$ cat src/rtl/ahb_master_pkg.sv
`default_nettype none
// ============================================================================
//  Module      : ahb_master_pkg
//  Description : Shared types and constants for the AHB transfer sequencer:
//                FSM state encoding, fixed HPROT value, issue-state helper.
//  Revision    : 1.0  initial release
// ============================================================================
package ahb_master_pkg;

  // Sequencer states, explicit 3-bit encoding
  typedef enum logic [2:0] {
    ST_IDLE  = 3'd0,
    ST_START = 3'd1,
    ST_RUN   = 3'd2,
    ST_DRAIN = 3'd3,
    ST_DONE  = 3'd4
  } seq_state_t;

  // HPROT: data access, privileged, non-bufferable, non-cacheable
  localparam logic [3:0] C_XFER_PROT = 4'b0011;

  // Width of the beat-length and beat counters
  localparam int unsigned C_LEN_WDT = 16;

  // States in which the master is enabled and beats may be issued
  function automatic logic is_issue_state(input seq_state_t s);
    return (s == ST_START) || (s == ST_RUN);
  endfunction

endpackage : ahb_master_pkg
`default_nettype wire

$ cat src/rtl/ahb_xfer_sequencer_if.sv
`default_nettype none
// ============================================================================
//  Module      : ahb_xfer_sequencer_if
//  Description : Bundle of command, write/read stream and AHB-master-side
//                signals of the transfer sequencer. The slave modport is the
//                sequencer view, the master modport the driving-side view.
//  Revision    : 1.0  initial release
// ============================================================================
interface ahb_xfer_sequencer_if #(
  parameter int BUS_WDT = 32
);

  // Command channel
  logic               i_cmd_valid;
  logic               o_cmd_ready;
  logic [31:0]        i_cmd_addr;
  logic [15:0]        i_cmd_len;
  logic               i_cmd_write;
  logic [1:0]         i_cmd_size;

  // Write stream (into the write FIFO)
  logic [BUS_WDT-1:0] i_wr_data;
  logic               i_wr_valid;
  logic               o_wr_ready;

  // Read stream (out of the read FIFO)
  logic [BUS_WDT-1:0] o_rd_data;
  logic               o_rd_valid;
  logic               i_rd_ready;

  // Completion
  logic               o_done;

  // AHB master user interface
  logic [BUS_WDT-1:0] o_xfer_wdata;
  logic [31:0]        o_xfer_addr;
  logic [1:0]         o_xfer_size;
  logic               o_xfer_write;
  logic               o_xfer_dav;
  logic               o_xfer_full;
  logic               o_xfer_trig;
  logic               o_xfer_en;
  logic [3:0]         o_xfer_prot;
  logic               o_xfer_lock;
  logic               i_xfer_adv;
  logic [BUS_WDT-1:0] i_xfer_rdata;
  logic               i_xfer_rdav;
  logic               i_xfer_ok_to_shutdown;

  modport slave (
    input  i_cmd_valid, i_cmd_addr, i_cmd_len, i_cmd_write, i_cmd_size,
    input  i_wr_data, i_wr_valid, i_rd_ready,
    input  i_xfer_adv, i_xfer_rdata, i_xfer_rdav, i_xfer_ok_to_shutdown,
    output o_cmd_ready, o_wr_ready, o_rd_data, o_rd_valid, o_done,
    output o_xfer_wdata, o_xfer_addr, o_xfer_size, o_xfer_write,
    output o_xfer_dav, o_xfer_full, o_xfer_trig, o_xfer_en,
    output o_xfer_prot, o_xfer_lock
  );

  modport master (
    output i_cmd_valid, i_cmd_addr, i_cmd_len, i_cmd_write, i_cmd_size,
    output i_wr_data, i_wr_valid, i_rd_ready,
    output i_xfer_adv, i_xfer_rdata, i_xfer_rdav, i_xfer_ok_to_shutdown,
    input  o_cmd_ready, o_wr_ready, o_rd_data, o_rd_valid, o_done,
    input  o_xfer_wdata, o_xfer_addr, o_xfer_size, o_xfer_write,
    input  o_xfer_dav, o_xfer_full, o_xfer_trig, o_xfer_en,
    input  o_xfer_prot, o_xfer_lock
  );

endinterface : ahb_xfer_sequencer_if
`default_nettype wire

$ cat src/rtl/ahb_sync_fifo.sv
`default_nettype none
// ============================================================================
//  Module      : ahb_sync_fifo
//  Description : Single-clock FIFO, WDT x DEPTH (DEPTH a power of two).
//                Pop on empty is ignored; push on full is dropped unless a
//                pop happens in the same cycle. Head reads as zero when empty
//                so nothing ever passes straight through an empty FIFO.
//  Revision    : 1.0  initial release
// ============================================================================
module ahb_sync_fifo #(
  parameter int WDT   = 32,
  parameter int DEPTH = 8
) (
  input  wire logic                       i_clk,
  input  wire logic                       i_rst,
  input  wire logic                       i_push,
  input  wire logic [WDT-1:0]             i_data,
  input  wire logic                       i_pop,
  output logic      [WDT-1:0]             o_data,
  output logic                            o_full,
  output logic                            o_empty,
  output logic      [$clog2(DEPTH):0]     o_free
);

  localparam int AW = $clog2(DEPTH);
  localparam logic [AW:0] C_DEPTH = DEPTH[AW:0];

  logic [WDT-1:0] r_mem [DEPTH];
  logic [AW-1:0]  r_wptr;
  logic [AW-1:0]  r_rptr;
  logic [AW:0]    r_count;

  logic w_empty;
  logic w_full;
  logic w_do_pop;
  logic w_do_push;

  assign w_empty   = (r_count == '0);
  assign w_full    = (r_count == C_DEPTH);
  assign w_do_pop  = i_pop && !w_empty;
  assign w_do_push = i_push && (!w_full || w_do_pop);

  // Storage array; contents are don't-care until written
  always_ff @(posedge i_clk) begin
    if (w_do_push) begin
      r_mem[r_wptr] <= i_data;
    end
  end

  // Pointer and occupancy bookkeeping
  always_ff @(posedge i_clk or posedge i_rst) begin
    if (i_rst) begin
      r_wptr  <= '0;
      r_rptr  <= '0;
      r_count <= '0;
    end else begin
      if (w_do_push) begin
        r_wptr <= r_wptr + 1'b1;
      end
      if (w_do_pop) begin
        r_rptr <= r_rptr + 1'b1;
      end
      if (w_do_push && !w_do_pop) begin
        r_count <= r_count + 1'b1;
      end else if (w_do_pop && !w_do_push) begin
        r_count <= r_count - 1'b1;
      end
    end
  end

  assign o_data  = w_empty ? '0 : r_mem[r_rptr];
  assign o_full  = w_full;
  assign o_empty = w_empty;
  assign o_free  = C_DEPTH - r_count;

endmodule : ahb_sync_fifo
`default_nettype wire

$ cat src/rtl/ahb_xfer_sequencer.sv
`default_nettype none
// ============================================================================
//  Module      : ahb_xfer_sequencer
//  Description : Turns a (addr, len, dir, size) command into one AHB burst
//                through an AHB master user interface, buffering write data
//                and read data in two small FIFOs.
//  Revision    : 1.0  initial release
// ============================================================================
module ahb_xfer_sequencer
  import ahb_master_pkg::*;
#(
  parameter int BUS_WDT    = 32,
  parameter int FIFO_DEPTH = 8
) (
  input wire logic             i_hclk,
  input wire logic             i_hreset,
  ahb_xfer_sequencer_if.slave  io_bus
);

  localparam int FAW = $clog2(FIFO_DEPTH);
  // Read FIFO must keep two free slots: one beat may be in the AHB data
  // phase and another in the address phase when the master is stopped.
  localparam logic [FAW:0] C_FREE_MARGIN = 2;

  seq_state_t r_state;
  seq_state_t w_state_nxt;

  logic [31:0]          r_addr;
  logic [C_LEN_WDT-1:0] r_len;
  logic [C_LEN_WDT-1:0] r_issued;
  logic [C_LEN_WDT-1:0] r_received;
  logic                 r_write;
  logic [1:0]           r_size;

  logic w_cmd_acc;
  logic w_beat;
  logic w_last_beat;
  logic w_xfer_dav;
  logic w_xfer_full;
  logic w_cmd_ready;
  logic w_xfer_en;
  logic w_xfer_trig;
  logic w_done;

  logic [BUS_WDT-1:0] w_wf_data;
  logic               w_wf_full;
  logic               w_wf_empty;
  logic [FAW:0]       w_wf_free;
  logic [BUS_WDT-1:0] w_rf_data;
  logic               w_rf_full;
  logic               w_rf_empty;
  logic [FAW:0]       w_rf_free;
  logic               w_unused;

  assign w_cmd_acc   = io_bus.i_cmd_valid && (r_state == ST_IDLE);
  assign w_xfer_dav  = r_write && !w_wf_empty;
  assign w_xfer_full = !r_write && (w_rf_full || (w_rf_free < C_FREE_MARGIN));
  assign w_beat      = is_issue_state(r_state) && io_bus.i_xfer_adv &&
                       (r_write ? w_xfer_dav : !w_xfer_full);
  assign w_last_beat = w_beat && ((r_issued + 16'd1) == r_len);
  assign w_unused    = &{1'b0, w_wf_free};

  // Write data: stream in, popped by every issued write beat
  ahb_sync_fifo #(
    .WDT   (BUS_WDT),
    .DEPTH (FIFO_DEPTH)
  ) u_wr_fifo (
    .i_clk   (i_hclk),
    .i_rst   (i_hreset),
    .i_push  (io_bus.i_wr_valid && !w_wf_full),
    .i_data  (io_bus.i_wr_data),
    .i_pop   (w_beat && r_write),
    .o_data  (w_wf_data),
    .o_full  (w_wf_full),
    .o_empty (w_wf_empty),
    .o_free  (w_wf_free)
  );

  // Read data: pushed by the master, popped by the read stream consumer
  ahb_sync_fifo #(
    .WDT   (BUS_WDT),
    .DEPTH (FIFO_DEPTH)
  ) u_rd_fifo (
    .i_clk   (i_hclk),
    .i_rst   (i_hreset),
    .i_push  (io_bus.i_xfer_rdav),
    .i_data  (io_bus.i_xfer_rdata),
    .i_pop   (io_bus.i_rd_ready),
    .o_data  (w_rf_data),
    .o_full  (w_rf_full),
    .o_empty (w_rf_empty),
    .o_free  (w_rf_free)
  );

  // FSM state register
  always_ff @(posedge i_hclk or posedge i_hreset) begin
    if (i_hreset) begin
      r_state <= ST_IDLE;
    end else begin
      r_state <= w_state_nxt;
    end
  end

  // FSM next state and state-decoded outputs
  always_comb begin
    w_state_nxt = r_state;
    w_cmd_ready = 1'b0;
    w_xfer_en   = 1'b0;
    w_xfer_trig = 1'b0;
    w_done      = 1'b0;
    case (r_state)
      ST_IDLE: begin
        w_cmd_ready = 1'b1;
        if (w_cmd_acc) begin
          w_state_nxt = (io_bus.i_cmd_len == 16'd0) ? ST_DONE : ST_START;
        end
      end
      ST_START: begin
        w_xfer_en   = 1'b1;
        w_xfer_trig = 1'b1;
        if (w_last_beat) begin
          w_state_nxt = ST_DRAIN;
        end else if (w_beat) begin
          w_state_nxt = ST_RUN;
        end
      end
      ST_RUN: begin
        w_xfer_en = 1'b1;
        if (w_last_beat) begin
          w_state_nxt = ST_DRAIN;
        end
      end
      ST_DRAIN: begin
        if (io_bus.i_xfer_ok_to_shutdown && (r_write || (r_received == r_len))) begin
          w_state_nxt = ST_DONE;
        end
      end
      ST_DONE: begin
        w_done      = 1'b1;
        w_state_nxt = ST_IDLE;
      end
      default: begin
        w_state_nxt = ST_IDLE;
      end
    endcase
  end

  // Command latches and beat counters
  always_ff @(posedge i_hclk or posedge i_hreset) begin
    if (i_hreset) begin
      r_addr     <= '0;
      r_len      <= '0;
      r_write    <= 1'b0;
      r_size     <= '0;
      r_issued   <= '0;
      r_received <= '0;
    end else if (w_cmd_acc) begin
      r_addr     <= io_bus.i_cmd_addr;
      r_len      <= io_bus.i_cmd_len;
      r_write    <= io_bus.i_cmd_write;
      r_size     <= io_bus.i_cmd_size;
      r_issued   <= '0;
      r_received <= '0;
    end else begin
      if (w_beat) begin
        r_issued <= r_issued + 16'd1;
      end
      if (io_bus.i_xfer_rdav) begin
        r_received <= r_received + 16'd1;
      end
    end
  end

  assign io_bus.o_cmd_ready  = w_cmd_ready;
  // Held low while reset is asserted so the stream sees no acceptance
  assign io_bus.o_wr_ready   = !w_wf_full && !i_hreset;
  assign io_bus.o_rd_data    = w_rf_data;
  assign io_bus.o_rd_valid   = !w_rf_empty;
  assign io_bus.o_done       = w_done;
  assign io_bus.o_xfer_wdata = w_wf_data;
  assign io_bus.o_xfer_addr  = r_addr;
  assign io_bus.o_xfer_size  = r_size;
  assign io_bus.o_xfer_write = r_write;
  assign io_bus.o_xfer_dav   = w_xfer_dav;
  assign io_bus.o_xfer_full  = w_xfer_full;
  assign io_bus.o_xfer_trig  = w_xfer_trig;
  assign io_bus.o_xfer_en    = w_xfer_en;
  assign io_bus.o_xfer_prot  = C_XFER_PROT;
  assign io_bus.o_xfer_lock  = 1'b0;

endmodule : ahb_xfer_sequencer
`default_nettype wire

$ cat src/flat_wrapper.sv
// flat-port wrapper written by rule: the top's interface ports become plain ports
module ahb_xfer_sequencer_flat import ahb_master_pkg::*;
#(
  parameter int BUS_WDT    = 32,
  parameter int FIFO_DEPTH = 8
)
  (i_hclk, i_hreset, io_bus_i_cmd_valid, io_bus_i_cmd_addr, io_bus_i_cmd_len, io_bus_i_cmd_write, io_bus_i_cmd_size, io_bus_i_wr_data, io_bus_i_wr_valid, io_bus_i_rd_ready, io_bus_i_xfer_adv, io_bus_i_xfer_rdata, io_bus_i_xfer_rdav, io_bus_i_xfer_ok_to_shutdown, io_bus_o_cmd_ready, io_bus_o_wr_ready, io_bus_o_rd_data, io_bus_o_rd_valid, io_bus_o_done, io_bus_o_xfer_wdata, io_bus_o_xfer_addr, io_bus_o_xfer_size, io_bus_o_xfer_write, io_bus_o_xfer_dav, io_bus_o_xfer_full, io_bus_o_xfer_trig, io_bus_o_xfer_en, io_bus_o_xfer_prot, io_bus_o_xfer_lock);
  ahb_xfer_sequencer_if #(.BUS_WDT(BUS_WDT)) io_bus_i ();
  input wire logic i_hclk;
  input wire logic i_hreset;
  input wire logic [$bits(io_bus_i.i_cmd_valid)-1:0] io_bus_i_cmd_valid;
  input wire logic [$bits(io_bus_i.i_cmd_addr)-1:0] io_bus_i_cmd_addr;
  input wire logic [$bits(io_bus_i.i_cmd_len)-1:0] io_bus_i_cmd_len;
  input wire logic [$bits(io_bus_i.i_cmd_write)-1:0] io_bus_i_cmd_write;
  input wire logic [$bits(io_bus_i.i_cmd_size)-1:0] io_bus_i_cmd_size;
  input wire logic [$bits(io_bus_i.i_wr_data)-1:0] io_bus_i_wr_data;
  input wire logic [$bits(io_bus_i.i_wr_valid)-1:0] io_bus_i_wr_valid;
  input wire logic [$bits(io_bus_i.i_rd_ready)-1:0] io_bus_i_rd_ready;
  input wire logic [$bits(io_bus_i.i_xfer_adv)-1:0] io_bus_i_xfer_adv;
  input wire logic [$bits(io_bus_i.i_xfer_rdata)-1:0] io_bus_i_xfer_rdata;
  input wire logic [$bits(io_bus_i.i_xfer_rdav)-1:0] io_bus_i_xfer_rdav;
  input wire logic [$bits(io_bus_i.i_xfer_ok_to_shutdown)-1:0] io_bus_i_xfer_ok_to_shutdown;
  output wire logic [$bits(io_bus_i.o_cmd_ready)-1:0] io_bus_o_cmd_ready;
  output wire logic [$bits(io_bus_i.o_wr_ready)-1:0] io_bus_o_wr_ready;
  output wire logic [$bits(io_bus_i.o_rd_data)-1:0] io_bus_o_rd_data;
  output wire logic [$bits(io_bus_i.o_rd_valid)-1:0] io_bus_o_rd_valid;
  output wire logic [$bits(io_bus_i.o_done)-1:0] io_bus_o_done;
  output wire logic [$bits(io_bus_i.o_xfer_wdata)-1:0] io_bus_o_xfer_wdata;
  output wire logic [$bits(io_bus_i.o_xfer_addr)-1:0] io_bus_o_xfer_addr;
  output wire logic [$bits(io_bus_i.o_xfer_size)-1:0] io_bus_o_xfer_size;
  output wire logic [$bits(io_bus_i.o_xfer_write)-1:0] io_bus_o_xfer_write;
  output wire logic [$bits(io_bus_i.o_xfer_dav)-1:0] io_bus_o_xfer_dav;
  output wire logic [$bits(io_bus_i.o_xfer_full)-1:0] io_bus_o_xfer_full;
  output wire logic [$bits(io_bus_i.o_xfer_trig)-1:0] io_bus_o_xfer_trig;
  output wire logic [$bits(io_bus_i.o_xfer_en)-1:0] io_bus_o_xfer_en;
  output wire logic [$bits(io_bus_i.o_xfer_prot)-1:0] io_bus_o_xfer_prot;
  output wire logic [$bits(io_bus_i.o_xfer_lock)-1:0] io_bus_o_xfer_lock;
  assign io_bus_i.i_cmd_valid = io_bus_i_cmd_valid;
  assign io_bus_i.i_cmd_addr = io_bus_i_cmd_addr;
  assign io_bus_i.i_cmd_len = io_bus_i_cmd_len;
  assign io_bus_i.i_cmd_write = io_bus_i_cmd_write;
  assign io_bus_i.i_cmd_size = io_bus_i_cmd_size;
  assign io_bus_i.i_wr_data = io_bus_i_wr_data;
  assign io_bus_i.i_wr_valid = io_bus_i_wr_valid;
  assign io_bus_i.i_rd_ready = io_bus_i_rd_ready;
  assign io_bus_i.i_xfer_adv = io_bus_i_xfer_adv;
  assign io_bus_i.i_xfer_rdata = io_bus_i_xfer_rdata;
  assign io_bus_i.i_xfer_rdav = io_bus_i_xfer_rdav;
  assign io_bus_i.i_xfer_ok_to_shutdown = io_bus_i_xfer_ok_to_shutdown;
  assign io_bus_o_cmd_ready = io_bus_i.o_cmd_ready;
  assign io_bus_o_wr_ready = io_bus_i.o_wr_ready;
  assign io_bus_o_rd_data = io_bus_i.o_rd_data;
  assign io_bus_o_rd_valid = io_bus_i.o_rd_valid;
  assign io_bus_o_done = io_bus_i.o_done;
  assign io_bus_o_xfer_wdata = io_bus_i.o_xfer_wdata;
  assign io_bus_o_xfer_addr = io_bus_i.o_xfer_addr;
  assign io_bus_o_xfer_size = io_bus_i.o_xfer_size;
  assign io_bus_o_xfer_write = io_bus_i.o_xfer_write;
  assign io_bus_o_xfer_dav = io_bus_i.o_xfer_dav;
  assign io_bus_o_xfer_full = io_bus_i.o_xfer_full;
  assign io_bus_o_xfer_trig = io_bus_i.o_xfer_trig;
  assign io_bus_o_xfer_en = io_bus_i.o_xfer_en;
  assign io_bus_o_xfer_prot = io_bus_i.o_xfer_prot;
  assign io_bus_o_xfer_lock = io_bus_i.o_xfer_lock;
  ahb_xfer_sequencer #(.BUS_WDT(BUS_WDT), .FIFO_DEPTH(FIFO_DEPTH)) u_core (.i_hclk(i_hclk), .i_hreset(i_hreset), .io_bus(io_bus_i));
endmodule
$ cat config.mk
export PLATFORM = sky130hd
export DESIGN_NAME = ahb_xfer_sequencer_flat
export DESIGN_NICKNAME = d
export VERILOG_FILES = /design/src/rtl/ahb_master_pkg.sv /design/src/rtl/ahb_xfer_sequencer_if.sv /design/src/rtl/ahb_sync_fifo.sv /design/src/rtl/ahb_xfer_sequencer.sv /design/src/flat_wrapper.sv
export SDC_FILE = /design/constraint.sdc
export NUM_CORES = 1
export LEC_CHECK = 0
export ABC_CLOCK_PERIOD_IN_PS = 5720
export BUFFER_PORTS_ARGS = -buffer_cell sky130_fd_sc_hd__buf_2
export CAP_MARGIN = 20
export CORE_UTILIZATION = 59
export CTS_CLUSTER_SIZE = 40
export DETAILED_ROUTE_END_ITERATION = 8
export PLACE_DENSITY = 0.79
export SLEW_MARGIN = 20
export SYNTH_ARGS = -nofsm -noshare
export SYNTH_HDL_FRONTEND = slang
export SYNTH_SLANG_ARGS = --single-unit
export TNS_END_PERCENT = 1
$ cat constraint.sdc
create_clock -name i_hclk -period 5.72 [get_ports i_hclk]
set_input_delay 0.286 -clock i_hclk [delete_from_list [all_inputs] [get_ports i_hclk]]
set_output_delay 0.286 -clock i_hclk [all_outputs]
set_load 0.01 [all_outputs]
# Word-level counts from Yosys, hierarchy flattened

Memories as Yosys holds them, arrays and structs flattened.
Cells that the tools add are included.

Eq/ne operators: 12
Reductions and logical operators: 44
Multiplexer cells: 26
Magnitude comparators: 1
$add $sub $neg: 11

Operator list:

| kind                  | count |
|---|---|
| $mux 16               | 4 |
| $mux 32               | 2 |
| $add 16x1->16 const B | 2 |
| $eq 16x16->1          | 2 |
| $logic_and 1x1->1     | 18 |
| $mux 3                | 6 |
| $logic_not 16->1      | 1 |
| $mux 4                | 4 |
| $add 3x1->3 const B   | 4 |
| $pmux 3 s4            | 1 |
| $logic_not 1->1       | 11 |
| $mux 1                | 9 |
| $add 4x1->4 const B   | 2 |
| $eq 4x4->1 const B    | 2 |
| $logic_not 4->1       | 2 |
| $reduce_bool 2->1     | 4 |
| $sub 4x1->4 const B   | 2 |
| $eq 3x2->1 const B    | 2 |
| $ne 2x1->1 const B    | 3 |
| $logic_or 1x1->1      | 5 |
| $lt 4x2->1 const B    | 1 |
| $reduce_and 4->1      | 1 |
| $sub 4x4->4 const A   | 1 |
| $eq 3x1->1 const B    | 1 |
| 4 further kinds       | 4 |

Memory bits (writable): 512
Output and inout port bits: 112
Word-level logic and storage cells: 109
Input port bits: 123
Flip-flop bits (word level): 106
Memories kept: 2

Memories:

| memory                 | depth | bits a word | rd ports | clocked after Yosys merged registers in | write ports | line                | source |
|---|---|---|---|---|---|---|---|
| u_core.u_rd_fifo.r_mem | 8     | 32          | 1        | 0                                       | 1           | ahb_sync_fifo.sv:28 | `logic [WDT-1:0] r_mem [DEPTH];` |
| u_core.u_wr_fifo.r_mem | 8     | 32          | 1        | 0                                       | 1           | ahb_sync_fifo.sv:28 |  |

# Depth between registers and ports, before layout

Depth in word-level cells: 15
Depth in mapped cells: 14
Gate-level depth less buffers: 14

# By module

A second synthesis with hierarchy kept.

Cell total of the unflattened synthesis: 1403
Area, all modules: 24915.1 µm²

Modules (own cells, without submodules):

| module                            | sequential area each (µm²) | cells an instance | area an instance (µm²) | instances |
|---|---|---|---|---|
| ahb_sync_fifo at u_core.u_wr_fifo | 7937.6                     | 446               | 10253.6                | 1 |
| ahb_sync_fifo at u_core.u_rd_fifo | 7937.6                     | 446               | 10252.3                | 1 |
| ahb_xfer_sequencer                | 2152.1                     | 511               | 4409.2                 | 1 |

# Worst setup path before layout

OpenSTA, ideal clock, no wires.

Kind: register to register
Start: register u_core.u_rd_fifo.r_count[0]
End: memory u_core.u_rd_fifo.r_mem[1][0] (enable)
Period minus slack after synthesis: 4.835 ns
Data arrival time: 4.322 ns
Required time: 5.207 ns
Slack: 0.885 ns
Stages on the path, launching flop included: 6
Path through: dfrtp_1 -> inv_1 -> ha_1 -> nand2b_1 -> o21ai_1 -> nor4b_1

Word-level cells in the longest chain between the ends: 7
Elaborated cells between the ends (all ways): 9
Those cells by class: eq/ne (1); mux (2); reduce/logical (6)

Ends and longest elaborated chain:

| element                        | line                | source |
|---|---|---|
| from (decl)                    | ahb_sync_fifo.sv:31 | `logic [AW:0] r_count;` |
| from (signal assigned)         | ahb_sync_fifo.sv:64 | `r_count <= r_count + 1'b1;` |
| from (signal assigned)         | ahb_sync_fifo.sv:66 | `r_count <= r_count - 1'b1;` |
| $logic_not 4->1                | ahb_sync_fifo.sv:38 | `assign w_empty = (r_count == '0);` |
| $logic_not 1->1                | ahb_sync_fifo.sv:40 | `assign w_do_pop = i_pop && !w_empty;` |
| $logic_and 1x1->1              | ahb_sync_fifo.sv:40 |  |
| $logic_or 1x1->1 *             | ahb_sync_fifo.sv:41 | `assign w_do_push = i_push && (!w_full \|\| w_do_pop);` |
| $logic_and 1x1->1 *            | ahb_sync_fifo.sv:41 |  |
| $mux 1 *                       | ahb_sync_fifo.sv:45 | `if (w_do_push) begin` |
| $mux 1 (not written as such) * | ahb_sync_fifo.sv:46 | `r_mem[r_wptr] <= i_data;` |
| to (decl)                      | ahb_sync_fifo.sv:28 |  |

Mark *: on every way between the ends. The rest lies on a longest branch, timed or not.

# Worst setup path in the final report

Start: register u_core.u_rd_fifo.r_rptr[0]
End: output port io_bus_o_rd_data[16]

Word-level cells in the longest chain between the ends: 2

Ends and longest elaborated chain:

| element                | line                | source |
|---|---|---|
| from (decl)            | ahb_sync_fifo.sv:30 | `logic [AW-1:0] r_rptr;` |
| from (signal assigned) | ahb_sync_fifo.sv:61 | `r_rptr <= r_rptr + 1'b1;` |
| $mem_v2 8x32           | n/a                 |  |
| $mux 32                | ahb_sync_fifo.sv:71 | `assign o_data = w_empty ? '0 : r_mem[r_rptr];` |
| to (decl)              | flat_wrapper.sv:25  | `output wire logic [$bits(io_bus_i.o_rd_data)-1:0] io_bus_o_rd_data;` |

Every way passes these cells.

==> qor.yml <==
via_count: 14085
worstMarginPinSlew_ns: 0.978
final_layout_size_suffix_gt1_share_pct: 27.8
synth_fa_ha_area_share_pct: 0.809
slowest_stage: "dfrtp_4"
finalSetupTns_ns: 0
wire_per_inst_um: 22.3
wl_met1_um: 21900
highest_layer: "met4"
utilization_pct: 71.3
grt_max_degree: 69
slew_headroom_pct: 34.8
hpwlAfterDp_um: 28700
route.met2.wl_um: 27300
synth-simple-area-share_pct: 7.01
critPathKind: "flip-flop to output pin"
die_h_um: 208
syn_avg_cell_area_um2: 17.3
synth-compound-area-share_pct: 1.85
period_needed_ns: 3.53
cp-end-kind: "output pin"
drt_iter0_drc: 1238
critPathArrivalTime_ns: 3.25
clockRootBuffer: "clkbuf_16"
yosys_warnings: 0
synth_edf_count: 512
synth_seq_cells: 618
critPathMaxStageDelay_ns: 0.96
syn_area_um2: 25100
p_total_mw: 14.8
grt_pass1_vias: 14514
start_kind: "flip-flop"
worst_ep_required_time_ns: 5.43
portBuffers: 229
rows: 75
clk_latency_ns: 0.64
clk_path_buf_depth: 3
numClockSinks: 618
drt_wl_total_um: 53400
drtAntennaViolNets: 0
rsz0062_at_grt: "no"
hold_class: "input pin to flip-flop"
io_pins: 235
viasPerCell: 5.87
place_congestion: 0.813
crit_buf_inv: 2
synth_top_family_by_area: "multiplexers"
power_density_nw_per_um2: 494
maxSlewViolCount: 0
drc: 0
status: "finished, final reports clean"
finalCritPeriodShare_pct: 61.8
synth-xor-area-share_pct: 2.39
nets: 1948
cts_max_level: 2
start_util_pct: 59.8
cts_setup_buffers: 0
cts.clk_slew.worst_paths_ns: 0.06
vdd_drop_max_mv: 0.402
core_um2: 41900
hold_viol: 0
grt_overflow: 0
fillCellCount: 2509
grt_usage_pct: 25.0
area_growth_pct: 19.3
cts_buffers: 59
antenna_found_initial: 1
fmax_mhz: 283
crit_family: "flip-flops"
synthDistinctLibCells: 66
dr.pass1.iters: 5
ys_seq_area_share_pct: 71.9
path_max_fanout: 41
finalSetupViolations: 0
cp_cell_sequence: "buf_4 -> mux4_2 -> mux2i_1 -> nor2_1 -> buf_2"
synthFlopType: "edfxtp_1"
wl_met3_um: 2960
die_w_um: 208
synth-async-reset-ratio_pct: 17.2
tritoncts: "built"
skew_ns: 0.0408
drv_cap: 0
muxShareOfSynthArea_pct: 14.3
dieArea_um2: 43300
synthesis.instances: 1448
grt_pass1_wl_um: 82200
p_leak_nw: 10.9
## area by class of cell
type / count / area, um^2 / area share, %
flip-flops and latches: 618 / 18000 / 60.3
multi-input cells: 737 / 6740 / 22.5
repair buffers: 375 / 2550 / 8.51
clock buffers: 68 / 1510 / 5.05
well taps: 539 / 674 / 2.25
clock inverters: 42 / 337 / 1.12
inverters: 19 / 73.8 / 0.247
diodes: 1 / 2.50 / 0.00836
## flip-flops by register name, summed over array words and instances, names as in the netlist
register	flops
u_core.u_wr_fifo.r_count	4
u_core.u_wr_fifo.r_wptr	3
u_core.u_rd_fifo.r_rptr	3
u_core.u_rd_fifo.r_wptr	3
u_core.u_rd_fifo.r_count	4
u_core.r_len	16
u_core.r_state	3
u_core.u_wr_fifo.r_mem	256
u_core.io_bus.o_xfer_addr	32
u_core.io_bus.o_xfer_size	2
u_core.r_issued	16
u_core.u_wr_fifo.r_rptr	3
u_core.r_received	16
u_core.u_rd_fifo.r_mem	256
u_core.io_bus.o_xfer_write	1
## metrics by stage
stage	area (um^2)	cells	hold WS [ns]	setup WS, ns
CTS	29900	2397	0.0171	2.12
global route	29900	2399	0.0449	1.96
finish	29900	2399	0.0523	2.19
global placement	26900	2170	0.394	2.72
detailed placement	26900	2170	0.401	2.66
floorplan	25100	1451	0.385	0.885
## report_power, final
group	leakage, nW	internal [mW]	total (mW)	switching (mW)
clock	0.888	2.04	3.70	1.66
sequential	5.99	5.73	6.35	0.621
combinational	4.07	2.17	4.73	2.56
total	10.9	9.94	14.8	4.84
## worst paths after layout
check	from	end	slack (ns)	cells after the start
worst max-delay path	u_core.u_rd_fifo.r_rptr[0]$_DFFE_PP0P_	io_bus_o_rd_data[16]	2.19	5
max in group asynchronous	i_hreset	u_core.io_bus.o_xfer_addr[9]$_DFFE_PP0P_	4.19	4
worst max register to register	u_core.u_wr_fifo.r_count[0]$_DFFE_PP0P_	u_core.u_wr_fifo.r_count[3]$_DFFE_PP0P_	2.67	13
worst min register to register	u_core.io_bus.o_xfer_addr[20]$_DFFE_PP0P_	u_core.io_bus.o_xfer_addr[20]$_DFFE_PP0P_	0.47	2
min in group asynchronous	i_hreset	u_core.io_bus.o_xfer_write$_DFFE_PP0P_	0.29	3
worst min-delay path	io_bus_i_xfer_ok_to_shutdown	u_core.r_state[1]$_DFFE_PP0P_	0.05	4
## cell families (layout without fill, tap and decap cells)
kind of cell,Yosys count,after routing
flops,618,618
buf+inv,96,504
simple gates,387,387
fa+ha+maj,15,15
xor+xnor,65,65
mux,198,198
other cells,2,6
compound gates,67,67
## metal layers
layer	vias up	GRT usage, %
met1	7210	34.2
met2	520	41.6
met5	-	0
met3	92	3.89
met4	0	8.30
li1	6263	-
## timing repair
action | CTS | global route
hold endpoints to repair | 605 | 0
hold buffers | 117 | 0
endpoints found under the setup margin | 0 | 0
resized for setup | 0 | 0
## cells in the mapped netlist, drive strengths merged (3+ instances only)
cell type  number  share of area (%)
clkbuf         35               0.52
or3             8               0.22
nand2b          9               0.22
and2            5               0.14
ha             13               0.65
nor2          108                1.6
inv            19               0.28
nor3b           6               0.20
mux2i          65                2.6
a21oi           9               0.19
dfrtp         106                 11
o21ai          32               0.67
xor2           13               0.45
and3            3              0.075
nor3           11               0.22
nor2b           4               0.10
mux2            5               0.22
nor4           10               0.37
o31ai           4               0.12
mux4          128                 11
buf            42               0.88
xnor2          50                1.7
nand4          14               0.43
o211ai          4               0.16
nand3          14               0.28
nand2         183                2.7
edfxtp        512                 61
## placed cells by master, fill, tap and decap left out, drive strengths merged, types with 20 or more instances in the layout
master and n:
edfxtp 512, buf 258, nand2 183, mux4 128
dlygate4sd3 117, nor2 108, dfrtp 106, clkbuf 68
mux2i 65, xnor2 50, clkinv 33, o21ai 32
inv 20
## worst min-delay path: stages
cell     delay [ns]
buf_2          0.09
o21ai_0        0.08
nor2_1         0.10
nor3_1         0.05
Power figures use the tool's default switching activity.
